### src/rtl/lsu_pkg.sv
// Shared types and constants for the load/store unit.
package lsu_pkg;

  localparam int unsigned XLEN   = 32;
  localparam int unsigned STRB_W = XLEN / 8;

  localparam logic [2:0] F3_B  = 3'd0;
  localparam logic [2:0] F3_H  = 3'd1;
  localparam logic [2:0] F3_W  = 3'd2;
  localparam logic [2:0] F3_BU = 3'd4;
  localparam logic [2:0] F3_HU = 3'd5;

  typedef enum logic [1:0] {
    S_IDLE = 2'd0,
    S_REQ  = 2'd1,
    S_RESP = 2'd2
  } lsu_state_e;

  typedef struct packed {
    logic              we;
    logic [STRB_W-1:0] wstrb;
    logic [XLEN-1:0]   addr;
    logic [XLEN-1:0]   wdata;
  } mem_bus_t;

  function automatic logic [XLEN-1:0] word_addr(input logic [XLEN-1:0] a);
    return {a[XLEN-1:2], 2'b00};
  endfunction

endpackage

### src/rtl/lsu_align.sv
// Access checking, store lane replication and load extraction/extension.
module lsu_align
  import lsu_pkg::*;
(
  input  logic              is_store,
  input  logic [2:0]        funct3,
  input  logic [1:0]        addr_lo,
  input  logic [XLEN-1:0]   store_data,
  input  logic [XLEN-1:0]   rdata,
  output logic              fault_c,
  output logic [STRB_W-1:0] wstrb_c,
  output logic [XLEN-1:0]   wdata_c,
  output logic [XLEN-1:0]   rdata_ext_c
);

  logic        illegal;
  logic        misaligned;
  logic [7:0]  byte_sel;
  logic [15:0] half_sel;

  always_comb begin
    illegal    = 1'b0;
    misaligned = 1'b0;
    case (funct3)
      F3_B, F3_BU: misaligned = 1'b0;
      F3_H, F3_HU: misaligned = addr_lo[0];
      F3_W:        misaligned = (addr_lo != 2'b00);
      default:     illegal    = 1'b1;
    endcase
    // Stores have no unsigned variants.
    if (is_store && funct3[2]) begin
      illegal = 1'b1;
    end
    fault_c = illegal | misaligned;
  end

  always_comb begin
    byte_sel = rdata[7:0];
    case (addr_lo)
      2'd0:    byte_sel = rdata[7:0];
      2'd1:    byte_sel = rdata[15:8];
      2'd2:    byte_sel = rdata[23:16];
      default: byte_sel = rdata[31:24];
    endcase
    half_sel = addr_lo[1] ? rdata[31:16] : rdata[15:0];

    rdata_ext_c = rdata;
    case (funct3)
      F3_B:    rdata_ext_c = {{24{byte_sel[7]}}, byte_sel};
      F3_BU:   rdata_ext_c = {24'd0, byte_sel};
      F3_H:    rdata_ext_c = {{16{half_sel[15]}}, half_sel};
      F3_HU:   rdata_ext_c = {16'd0, half_sel};
      default: rdata_ext_c = rdata;
    endcase
  end

  always_comb begin
    wdata_c = store_data;
    wstrb_c = 4'b1111;
    case (funct3[1:0])
      2'b00: begin
        wdata_c = {4{store_data[7:0]}};
        wstrb_c = 4'b0001 << addr_lo;
      end
      2'b01: begin
        wdata_c = {2{store_data[15:0]}};
        wstrb_c = addr_lo[1] ? 4'b1100 : 4'b0011;
      end
      default: begin
        wdata_c = store_data;
        wstrb_c = 4'b1111;
      end
    endcase
  end

endmodule

### src/rtl/lsu_unit.sv
// Single-access load/store unit: IDLE -> REQ -> RESP with bus timeout.
module lsu_unit
  import lsu_pkg::*;
#(
  parameter int unsigned TIMEOUT = 16
) (
  input  logic              clk,
  input  logic              rst,
  input  logic              start,
  input  logic              is_store,
  input  logic [2:0]        funct3,
  input  logic [XLEN-1:0]   addr,
  input  logic [XLEN-1:0]   store_data,
  output logic              busy,
  output logic              done,
  output logic              fault,
  output logic [XLEN-1:0]   load_data,
  output logic              mem_req,
  output logic              mem_we,
  output logic [XLEN-1:0]   mem_addr,
  output logic [XLEN-1:0]   mem_wdata,
  output logic [STRB_W-1:0] mem_wstrb,
  input  logic              mem_ready,
  input  logic [XLEN-1:0]   mem_rdata
);

  localparam int unsigned CNT_W = (TIMEOUT < 2) ? 1 : $clog2(TIMEOUT + 1);

  lsu_state_e        state_q, state_d;
  logic [CNT_W-1:0]  cnt_q, cnt_d, cnt_inc;
  logic              is_store_q, is_store_d;
  logic [2:0]        funct3_q, funct3_d;
  logic [1:0]        addr_lo_q, addr_lo_d;
  logic              skip_q, skip_d;
  logic              req_q, req_d;
  logic              fault_q, fault_d;
  logic [XLEN-1:0]   load_data_q, load_data_d;
  mem_bus_t          bus_q, bus_d;

  logic              idle;
  logic [2:0]        al_funct3;
  logic [1:0]        al_addr_lo;
  logic              al_is_store;
  logic              al_fault;
  logic [STRB_W-1:0] al_wstrb;
  logic [XLEN-1:0]   al_wdata;
  logic [XLEN-1:0]   al_rdata_ext;

  // Checks/lanes use the live inputs in IDLE, the latched access otherwise.
  assign idle        = (state_q == S_IDLE);
  assign al_is_store = idle ? is_store : is_store_q;
  assign al_funct3   = idle ? funct3 : funct3_q;
  assign al_addr_lo  = idle ? addr[1:0] : addr_lo_q;

  lsu_align u_align (
    .is_store    (al_is_store),
    .funct3      (al_funct3),
    .addr_lo     (al_addr_lo),
    .store_data  (store_data),
    .rdata       (mem_rdata),
    .fault_c     (al_fault),
    .wstrb_c     (al_wstrb),
    .wdata_c     (al_wdata),
    .rdata_ext_c (al_rdata_ext)
  );

  assign cnt_inc = cnt_q + CNT_W'(1);

  always_comb begin
    state_d     = state_q;
    cnt_d       = cnt_q;
    is_store_d  = is_store_q;
    funct3_d    = funct3_q;
    addr_lo_d   = addr_lo_q;
    skip_d      = skip_q;
    req_d       = req_q;
    fault_d     = fault_q;
    load_data_d = load_data_q;
    bus_d       = bus_q;

    case (state_q)
      S_IDLE: begin
        if (start) begin
          is_store_d = is_store;
          funct3_d   = funct3;
          addr_lo_d  = addr[1:0];
          cnt_d      = '0;
          state_d    = S_REQ;
          // A rejected access spends its REQ cycle with the request suppressed.
          if (al_fault) begin
            skip_d = 1'b1;
            req_d  = 1'b0;
          end else begin
            skip_d      = 1'b0;
            req_d       = 1'b1;
            bus_d.addr  = word_addr(addr);
            bus_d.wdata = al_wdata;
            bus_d.wstrb = is_store ? al_wstrb : '0;
            bus_d.we    = is_store;
          end
        end
      end

      S_REQ: begin
        if (skip_q) begin
          state_d = S_RESP;
          fault_d = 1'b1;
          skip_d  = 1'b0;
        end else if (mem_ready) begin
          state_d = S_RESP;
          fault_d = 1'b0;
          if (!is_store_q) begin
            load_data_d = al_rdata_ext;
          end
          req_d       = 1'b0;
          bus_d.we    = 1'b0;
          bus_d.wstrb = '0;
        end else begin
          cnt_d = cnt_inc;
          if ((TIMEOUT != 0) && (cnt_inc == CNT_W'(TIMEOUT))) begin
            state_d     = S_RESP;
            fault_d     = 1'b1;
            req_d       = 1'b0;
            bus_d.we    = 1'b0;
            bus_d.wstrb = '0;
          end
        end
      end

      S_RESP: begin
        state_d = S_IDLE;
      end

      default: begin
        state_d = S_IDLE;
        req_d   = 1'b0;
        skip_d  = 1'b0;
      end
    endcase
  end

  always_ff @(posedge clk or posedge rst) begin
    if (rst) begin
      state_q     <= S_IDLE;
      cnt_q       <= '0;
      is_store_q  <= 1'b0;
      funct3_q    <= '0;
      addr_lo_q   <= '0;
      skip_q      <= 1'b0;
      req_q       <= 1'b0;
      fault_q     <= 1'b0;
      load_data_q <= '0;
      bus_q       <= '0;
    end else begin
      state_q     <= state_d;
      cnt_q       <= cnt_d;
      is_store_q  <= is_store_d;
      funct3_q    <= funct3_d;
      addr_lo_q   <= addr_lo_d;
      skip_q      <= skip_d;
      req_q       <= req_d;
      fault_q     <= fault_d;
      load_data_q <= load_data_d;
      bus_q       <= bus_d;
    end
  end

  assign busy      = (state_q != S_IDLE);
  assign done      = (state_q == S_RESP);
  assign fault     = fault_q;
  assign load_data = load_data_q;
  assign mem_req   = req_q;
  assign mem_we    = bus_q.we;
  assign mem_addr  = bus_q.addr;
  assign mem_wdata = bus_q.wdata;
  assign mem_wstrb = bus_q.wstrb;

endmodule

### config.mk
export PLATFORM = sky130hd
export DESIGN_NAME = lsu_unit
export DESIGN_NICKNAME = d
export VERILOG_FILES = /design/src/rtl/lsu_pkg.sv /design/src/rtl/lsu_align.sv /design/src/rtl/lsu_unit.sv
export SDC_FILE = /design/constraint.sdc
export NUM_CORES = 1
export LEC_CHECK = 0
export CAP_MARGIN = 10
export CORE_ASPECT_RATIO = 0.9
export CORE_MARGIN = 2
export CORE_UTILIZATION = 25
export DETAILED_ROUTE_END_ITERATION = 10
export HOLD_SLACK_MARGIN = 0.1
export PLACE_DENSITY = 0.51
export SLEW_MARGIN = 10
export SYNTH_ARGS = -nofsm -noshare
export SYNTH_HDL_FRONTEND = slang
export SYNTH_SLANG_ARGS = --single-unit
### constraint.sdc
create_clock -name clk -period 5.3 [get_ports clk]
set_clock_uncertainty 0.2 [all_clocks]
set_input_delay 0.53 -clock clk [delete_from_list [all_inputs] [get_ports clk]]
set_output_delay 0.53 -clock clk [all_outputs]
set_load 0.005 [all_outputs]
==> qor.txt, run 1 <==
status: complete, no violations
sequential share of the synthesized area: 52.3%
Peak VDD IR: 209 uV
RSZ-0062 raised after global routing: false
Synth Instances: 611
Yosys warning total: 0
number of post-CTS setup repair buffers: 0
top fanout value on the critical path: 56
initial DRC count: 311
I/O Buffers: 206
CTS sink cnt: 115
worst path cell trace: nor2_4, mux2_2, o221ai_1, and3_2, a21oi_1, a22o_1
largest net degree at the start of global routing: 57
WL per Instance: 16.5 um
multiplexer share of the synthesized area: 5.43%
DRT Wirelength: 18,400 um
commonest cells after routing, fill and taps aside: nand2_1 (210), clkdlybuf4s50_1 (206), dfrtp_1 (115), nor2_1 (64), a21oi_1 (35)
Inserted Clock Buffers: 17
CORE AREA: 0.0216 mm2
hold crit path type: reg2reg
maxcap violations: 0
Worst Max-Slew Pin Slew: 1.06 ns
die width: 160 um
syn_area_per_cell: 9.01 um2
aggregate global routing overflow: 0
Post-Syn Area: 0.00550 mm2
RePlAce Congestion: 0.796
# rows: 51
Die Span Y: 145 um
final setup fails: 0
Worst EP arrival: 4.06 ns
delay-heaviest family, CP: simple AND/OR/NAND/NOR gates
final worst setup slack: 1.35 ns
ys flop type: dfrtp_1
H-tree depth: 4
Required @ worst endpoint: 5.41 ns
Routed Antenna Nets: 0
post-synthesis register bit count: 115
detailed-route via count: 4,982
most common cell after layout, fill and taps aside: nand2_1
first-pass GRT wire length: 28,500 um
Max Slew Vio Count: 0
FMAX: 253 MHz
Max stage delay on crit path: 0.96 ns
post-DP HPWL: 12,900 um
share of layout cells above drive strength 1: 8.05%
die area: 0.0232 mm2
All-Layer GR Usage: 16.0%
relative slew slack: 29.7%
Compound-Gate Fraction of Synth Area: 15.9%
Layout area overhead: 53.4%
Pleak: 0.00369 uW
Clk pin slew, worst setup/hold paths: 0.06 ns
hold_buf cts: 0
Yosys cell types: 53
Synth Area in Simple Gates: 22.2%
critical path capture point type: flip-flop
post-place setup slack: 1.25 ns
CTS tree: done
Max Buffers Root-to-Sink: 2
drt pass-1 iters: 7
worst path bufs/invs: 0
Post-synth ARST share: 100%
CP max stage cell: and3_2
fin crit share: 74.5%
Post-synth EDFFs: 0
later-pin clock latency in the skew report: 0.42 ns
hold_ws: 0.272 ns
adder-cell share of the synthesized area: 0.227%
vias per cell: 4.48
# IOs: 209
post-CTS sizing: 0
minimum clock period: 3.95 ns
startpoint types: flip-flop
critical path class: reg2reg
initial antenna violation count: 0
antenna diode count: 0
Root Buffer: clkbuf_16
DRC Markers: 0
largest family of logic cells by synthesized area: simple AND/OR/NAND/NOR gates
final hold violations: 0
vias in the first global route: 4,986
nets: 912
Initial Util: 25.4%
Post-Synth XOR/XNOR Area: 0%
P per Cell Area: 607 mW/mm2
Fin Setup TNS: 0 ns
-- area by class of cell --
cell class / count / area (um2)
Tap cell: 291 / 364
Multi-Input combinational cell: 455 / 2430
Clock buffer: 18 / 429
Inverter: 5 / 21.3
Fill cell: 2143 / 13200
Timing Repair Buffer: 213 / 2110
Clock inverter: 14 / 204
Sequential cell: 115 / 2880
-- metrics by stage --
step                      std cells  cell area [um2]  util, %  total power, uW
after floorplan                 612             5510        -             2740
final                          1111             8440     39.0             5130
after CTS                      1111             8440     39.0             5200
after global placement         1079             7810     36.1             3910
after detailed placement       1079             7810     36.1             3930
after global routing           1111             8440     39.0             5510
-- worst paths after layout --
path / from / endpoint / slack (ns) / depth (start not counted)
setup / recovery: state_q[1]$_DFFE_PP0P_ / mem_wstrb[1]$_DFFE_PP0P_ / 1.35 / 6
hold / removal: mem_addr[12]$_DFFE_PP0P_ / mem_addr[12]$_DFFE_PP0P_ / 0.27 / 2
setup reg to reg: state_q[1]$_DFFE_PP0P_ / mem_wstrb[1]$_DFFE_PP0P_ / 1.35 / 6
hold reg to reg: mem_addr[12]$_DFFE_PP0P_ / mem_addr[12]$_DFFE_PP0P_ / 0.27 / 2
max in group asynchronous: rst / is_store_q$_DFFE_PP0P_ / 3.58 / 3
min in group asynchronous: rst / mem_addr[7]$_DFFE_PP0P_ / 0.36 / 2
-- cell families (layout without fill, tap and decap cells) --
logic type,count (synthesis),after routing
AOI/OAI and AO/OA,122,122
and+or+nand+nor,301,301
DFF,115,115
other,1,2
adders and majority gates,1,1
muxes,29,29
buffers and inverters,42,250
-- registers in the layout (all words and copies together), names as in the netlist, 2 cells and up --
name,count
mem_addr,30
funct3_q,3
addr_lo_q,2
mem_wdata,32
load_data,32
state_q,2
cnt_q,5
mem_wstrb,4
-- power breakdown --
part / switching [uW] / internal [uW]
registers: 283 / 1280
logic: 1130 / 1180
clock network: 455 / 792
-- cell usage after synthesis (5+ instances only) --
cell	number	share of area, %
nor2_1	64	4.4
buf_2	5	0.45
o21ai_0	26	2.4
buf_1	5	0.34
mux2i_1	22	4.0
clkbuf_1	20	1.4
nor2b_1	5	0.57
dfrtp_1	115	52
mux2_2	6	1.2
nand2_1	210	14
a21oi_4	10	3.0
a222oi_1	6	1.1
a21oi_1	35	3.2
a31oi_1	19	2.2
-- worst register-to-register path: cells and delay by family (launching register included) --
family | cells | cell delay [ns]
AOI/OAI and AO/OA | 3 | 1.03
DFF | 1 | 0.51
muxes | 1 | 0.72
and+or+nand+nor | 2 | 1.37
-- per-layer routing --
metal | up-vias | wire length [um] | track usage, %
li1 | 2453 | - | -
met1 | 2347 | 8600 | 21.4
met2 | 160 | 8020 | 23.9
met3 | 22 | 1530 | 6.70
met4 | 0 | 225 | 3.89
met5 | - | 0 | 0
Power figures use the tool's default switching activity.
==> inputs of run 2 (changes only) <==
==> constraint.sdc (replaced) <==
create_clock -name clk -period 3.7 [get_ports clk]
set_clock_uncertainty 0.2 [all_clocks]
set_input_delay 0.37 -clock clk [delete_from_list [all_inputs] [get_ports clk]]
set_output_delay 0.37 -clock clk [all_outputs]
set_load 0.005 [all_outputs]
==> run 2 against run 1 <==
  * Global-route usage fell by 0.051 points
  * Utilization rose by 0.13 points
  * Critical path depth rose by 1
  * Fmax rose by 35%
  * Register-to-register slack got worse by 0.59 ns
  * Sequential share of layout area fell by 0.12 points
  * Die area did not move
  * Critical endpoint is now mem_wdata[19]$_DFFE_PP0P_
  * Cell count rose by 0.36%
  * Non-clock buffer count rose by 4
  * Power rose by 42%
  * Sequential power rose by 43%
==> qor.txt, run 2 (synthesis results as in run 1) <==
Layout area overhead: 53.9%
later-pin clock latency in the skew report: 0.42 ns
final hold violations: 0
share of layout cells above drive strength 1: 8.62%
final worst setup slack: 0.767 ns
fin crit share: 79.3%
Peak VDD IR: 329 uV
die width: 160 um
critical path capture point type: flip-flop
Root Buffer: clkbuf_16
top fanout value on the critical path: 55
largest net degree at the start of global routing: 71
WL per Instance: 16.5 um
Required @ worst endpoint: 3.83 ns
Fin Setup TNS: 0 ns
post-place setup slack: 0.637 ns
CTS sink cnt: 115
I/O Buffers: 206
initial DRC count: 281
Worst EP arrival: 3.06 ns
Die Span Y: 145 um
antenna diode count: 0
FMAX: 341 MHz
Clk pin slew, worst setup/hold paths: 0.06 ns
aggregate global routing overflow: 0
final setup fails: 0
critical path class: reg2reg
status: complete, no violations
RSZ-0062 raised after global routing: false
met3 routed WL: 1260 um
P per Cell Area: 859 mW/mm2
WL met2: 7980 um
Worst Max-Slew Pin Slew: 0.761 ns
hold crit path type: in2async
most common cell after layout, fill and taps aside: nand2_1
All-Layer GR Usage: 15.9%
final core occ: 39.2%
DRC Markers: 0
Total Power: 7280 uW
maxcap violations: 0
Max Buffers Root-to-Sink: 2
drt pass-1 iters: 5
Routed Antenna Nets: 0
Initial Util: 25.4%
startpoint types: flip-flop
Pleak: 0.00370 uW
CTS tree: done
Max Slew Vio Count: 0
DRT Wirelength: 18,400 um
initial antenna violation count: 0
FF+latch area: 0.00288 mm2
minimum clock period: 2.93 ns
Multi-input gate area: 0.00243 mm2
top sig layer: met4
first-pass GRT wire length: 28,500 um
vias per cell: 4.54
number of post-CTS setup repair buffers: 0
# rows: 51
post-CTS sizing: 0
detailed-route via count: 5,057
H-tree depth: 4
post-DP HPWL: 13,000 um
die area: 0.0232 mm2
hold_buf cts: 0
Inserted Clock Buffers: 17
# IOs: 209
setup slack, reg-to-reg: 0.77 ns
Metal-1 WL: 8950 um
Filler cells: 2,167
commonest cells after routing, fill and taps aside: nand2_1 (210), clkdlybuf4s50_1 (206), dfrtp_1 (115), nor2_1 (64), a21oi_1 (35)
vias in the first global route: 4,959
relative slew slack: 48.9%
RePlAce Congestion: 0.798
nets: 916
CORE AREA: 0.0216 mm2
hold_ws: 0.164 ns
-- run 2: cell count changes in the layout (fill, tap and decap cells not counted), moves of 2 or more --
cell and delta:
bufinv_16 -2, buf_12 +3, clkinvlp_4 +2, clkinv_4 -2
-- run 2: per-stage QoR --
stage	instances	cell area, um2
2_1_floorplan	612	5510
3_3_place_gp	1083	7880
3_5_place_dp	1083	7880
4_1_cts	1115	8470
5_1_grt	1115	8470
6_report	1115	8470
-- run 2: worst paths after layout --
check | start | endpoint | cells after the start
setup / recovery | state_q[0]$_DFFE_PP0P_ | mem_wdata[19]$_DFFE_PP0P_ | 7
hold / removal | rst | mem_addr[16]$_DFFE_PP0P_ | 2
setup reg to reg | state_q[0]$_DFFE_PP0P_ | mem_wdata[19]$_DFFE_PP0P_ | 7
hold reg to reg | mem_addr[29]$_DFFE_PP0P_ | mem_addr[29]$_DFFE_PP0P_ | 2
max in group asynchronous | rst | load_data[7]$_DFFE_PP0P_ | 3
min in group clk | mem_addr[29]$_DFFE_PP0P_ | mem_addr[29]$_DFFE_PP0P_ | 2
-- run 2: worst max-delay path, stage by stage, from the launching register on --
cell      delay [ns]
dfrtp_1         0.52
nor2_4          0.39
mux2_2          0.58
o221ai_1        0.37
and3_2          0.28
buf_12          0.25
nor2_1          0.07
a31oi_1         0.16
-- run 2: cell type report --
cell class / instances / area share (%)
clock buffer: 18 / 5.18
multi-input combinational: 455 / 28.7
timing repair buffer: 217 / 25.8
inverter: 5 / 0.251
tap: 291 / 4.30
sequential: 115 / 34.0
clock inverter: 14 / 1.83
-- run 2: routing by layer --
| metal | GRT usage [%] | up-vias |
|---|---|---|
| li1 | - | 2466 |
| met1 | 22.9 | 2398 |
| met2 | 23.0 | 180 |
| met3 | 4.76 | 13 |
| met4 | 4.69 | 0 |
| met5 | 0 | - |
-- run 2: power by group --
group	total, uW	switching (uW)	leakage (uW)	internal (uW)
combinational	3370	1640	0.00202	1730
clock	1660	645	0.000276	1020
sequential	2250	410	0.00141	1840
total	7280	2690	0.00370	4590
==> inputs of run 3 (changes only) <==
==> constraint.sdc (replaced) <==
create_clock -name clk -period 3 [get_ports clk]
set_clock_uncertainty 0.2 [all_clocks]
set_input_delay 0.3 -clock clk [delete_from_list [all_inputs] [get_ports clk]]
set_output_delay 0.3 -clock clk [all_outputs]
set_load 0.005 [all_outputs]
==> run 3 against run 2 <==
  * Die area stayed put
  * Critical endpoint is now mem_wdata[27]$_DFFE_PP0P_
  * Sequential cell count stayed put
  * Design area is 1.0% higher
  * Fmax is 8.7% higher
  * Routed wire length is 0.72% higher
  * Combinational power is 27% higher
==> qor.txt, run 3 (synthesis results as in run 1) <==
initial antenna violation count: 0
hold crit path type: in2async
later-pin clock latency in the skew report: 0.41 ns
Required @ worst endpoint: 3.05 ns
Clk pin slew, worst setup/hold paths: 0.06 ns
minimum clock period: 2.70 ns
initial DRC count: 277
DRC Markers: 0
worst path bufs/invs: 2
# IOs: 209
critical path class: reg2reg
post-DP HPWL: 12,900 um
post-CTS sizing: 0
final hold violations: 0
drt pass-1 iters: 4
die width: 160 um
Peak VDD IR: 358 uV
CTS tree: done
delay-heaviest family, CP: buffers and inverters
DRT Wirelength: 18,500 um
largest net degree at the start of global routing: 116
vias in the first global route: 4,966
Pleak: 0.00376 uW
Routed Antenna Nets: 0
Placed Cells: 1,089
status: complete, no violations
Inserted Clock Buffers: 17
WL per Instance: 16.5 um
Worst Max-Slew Pin Slew: 0.761 ns
first-pass GRT wire length: 28,900 um
share of layout cells above drive strength 1: 9.05%
H-tree depth: 4
Max Slew Vio Count: 0
commonest cells after routing, fill and taps aside: nand2_1 (210), clkdlybuf4s50_1 (206), dfrtp_1 (115), nor2_1 (64), a21oi_1 (35)
Fin Setup TNS: 0 ns
startpoint types: flip-flop
Root Buffer: clkbuf_16
Post-DP Area: 0.00792 mm2
P per Cell Area: 1080 mW/mm2
CP max stage cell: buf_4
Max Buffers Root-to-Sink: 2
I/O Buffers: 206
number of post-CTS setup repair buffers: 0
die area: 0.0232 mm2
maxcap violations: 0
aggregate global routing overflow: 0
Initial Util: 25.4%
# rows: 51
most frequent CP cell: o21ai_0
Layout area overhead: 55.5%
Die Span Y: 145 um
top fanout value on the critical path: 70
Worst EP arrival: 2.75 ns
CORE AREA: 0.0216 mm2
hold_buf cts: 0
most common cell after layout, fill and taps aside: nand2_1
FMAX: 371 MHz
worst path cell trace: nor2_4, inv_2, o21ai_0, o221ai_1, nand3_2, buf_4, o21ai_0
hold_ws: 0.208 ns
final setup fails: 0
relative slew slack: 49.3%
fin crit share: 90.0%
RSZ-0062 raised after global routing: false
All-Layer GR Usage: 16.4%
critical path capture point type: flip-flop
vias per cell: 4.47
nets: 922
CTS sink cnt: 115
Finished Cell Area: 0.00856 mm2
Finished Layout Cells: 1,120
detailed-route via count: 5,010
Max stage delay on crit path: 0.56 ns
RePlAce Congestion: 0.790
antenna diode count: 0
[run 3: changes by cell type in the layout (fill, tap and decap cells not counted)]
| cell | delta |
|---|---|
| inv_4 | -1 |
| clkinv_4 | -1 |
| buf_4 | +6 |
| clkbuf_8 | -1 |
| bufinv_16 | +3 |
| clkinvlp_4 | -2 |
| clkinv_2 | +3 |
| inv_6 | -2 |
| mux2_2 | -1 |
| mux2_1 | +1 |
[run 3: worst paths after layout]
kind,from,endpoint,slack [ns],depth (start not counted)
setup / recovery,state_q[1]$_DFFE_PP0P_,mem_wdata[27]$_DFFE_PP0P_,0.30,7
hold / removal,rst,mem_addr[18]$_DFFE_PP0P_,0.21,3
setup reg to reg,state_q[1]$_DFFE_PP0P_,mem_wdata[27]$_DFFE_PP0P_,0.30,7
hold reg to reg,mem_addr[13]$_DFFE_PP0P_,mem_addr[13]$_DFFE_PP0P_,0.27,2
max in group asynchronous,rst,funct3_q[2]$_DFFE_PP0P_,1.84,3
min in group clk,addr[21],mem_addr[21]$_DFFE_PP0P_,0.21,3
[run 3: where the power goes]
part / switching, uW / internal (uW) / leakage (uW) / total (uW)
registers: 473 / 2270 / 0.00141 / 2740
clock network: 756 / 1470 / 0.000309 / 2220
logic: 2090 / 2200 / 0.00204 / 4280
total: 3320 / 5930 / 0.00376 / 9250
[run 3: cell type report]
| cell class | count | area, um2 |
|---|---|---|
| Clock inverter | 14 | 211 |
| Tap cell | 291 | 364 |
| Fill cell | 2185 | 13100 |
| Multi-Input combinational cell | 455 | 2430 |
| Sequential cell | 115 | 2880 |
| Timing Repair Buffer | 223 | 2230 |
| Clock buffer | 17 | 425 |
| Inverter | 5 | 22.5 |
[run 3: metrics by stage]
step                power [uW]  setup WS, ns  utilization, %
floorplan                 4840         0.491               -
global placement          7100         0.257            36.6
detailed placement        7110         0.195            36.6
CTS                       9400         0.317            39.6
global route              9960        0.0264            39.6
finish                    9250         0.301            39.6
[run 3: tightest hold or removal path, stage by stage]
cell and delay, ns:
clkdlybuf4s50_1 0.44, clkinvlp_4 0.10, buf_12 0.44
[run 3: routing by layer]
metal	global-route usage (%)	wire length [um]	up-vias	share of wire, %
met1	22.8	9070	2360	49
li1	-	-	2470	-
met2	24.0	8080	167	44
met5	0	0	-	0
met4	4.79	201	0	1.1
met3	5.50	1180	13	6.3
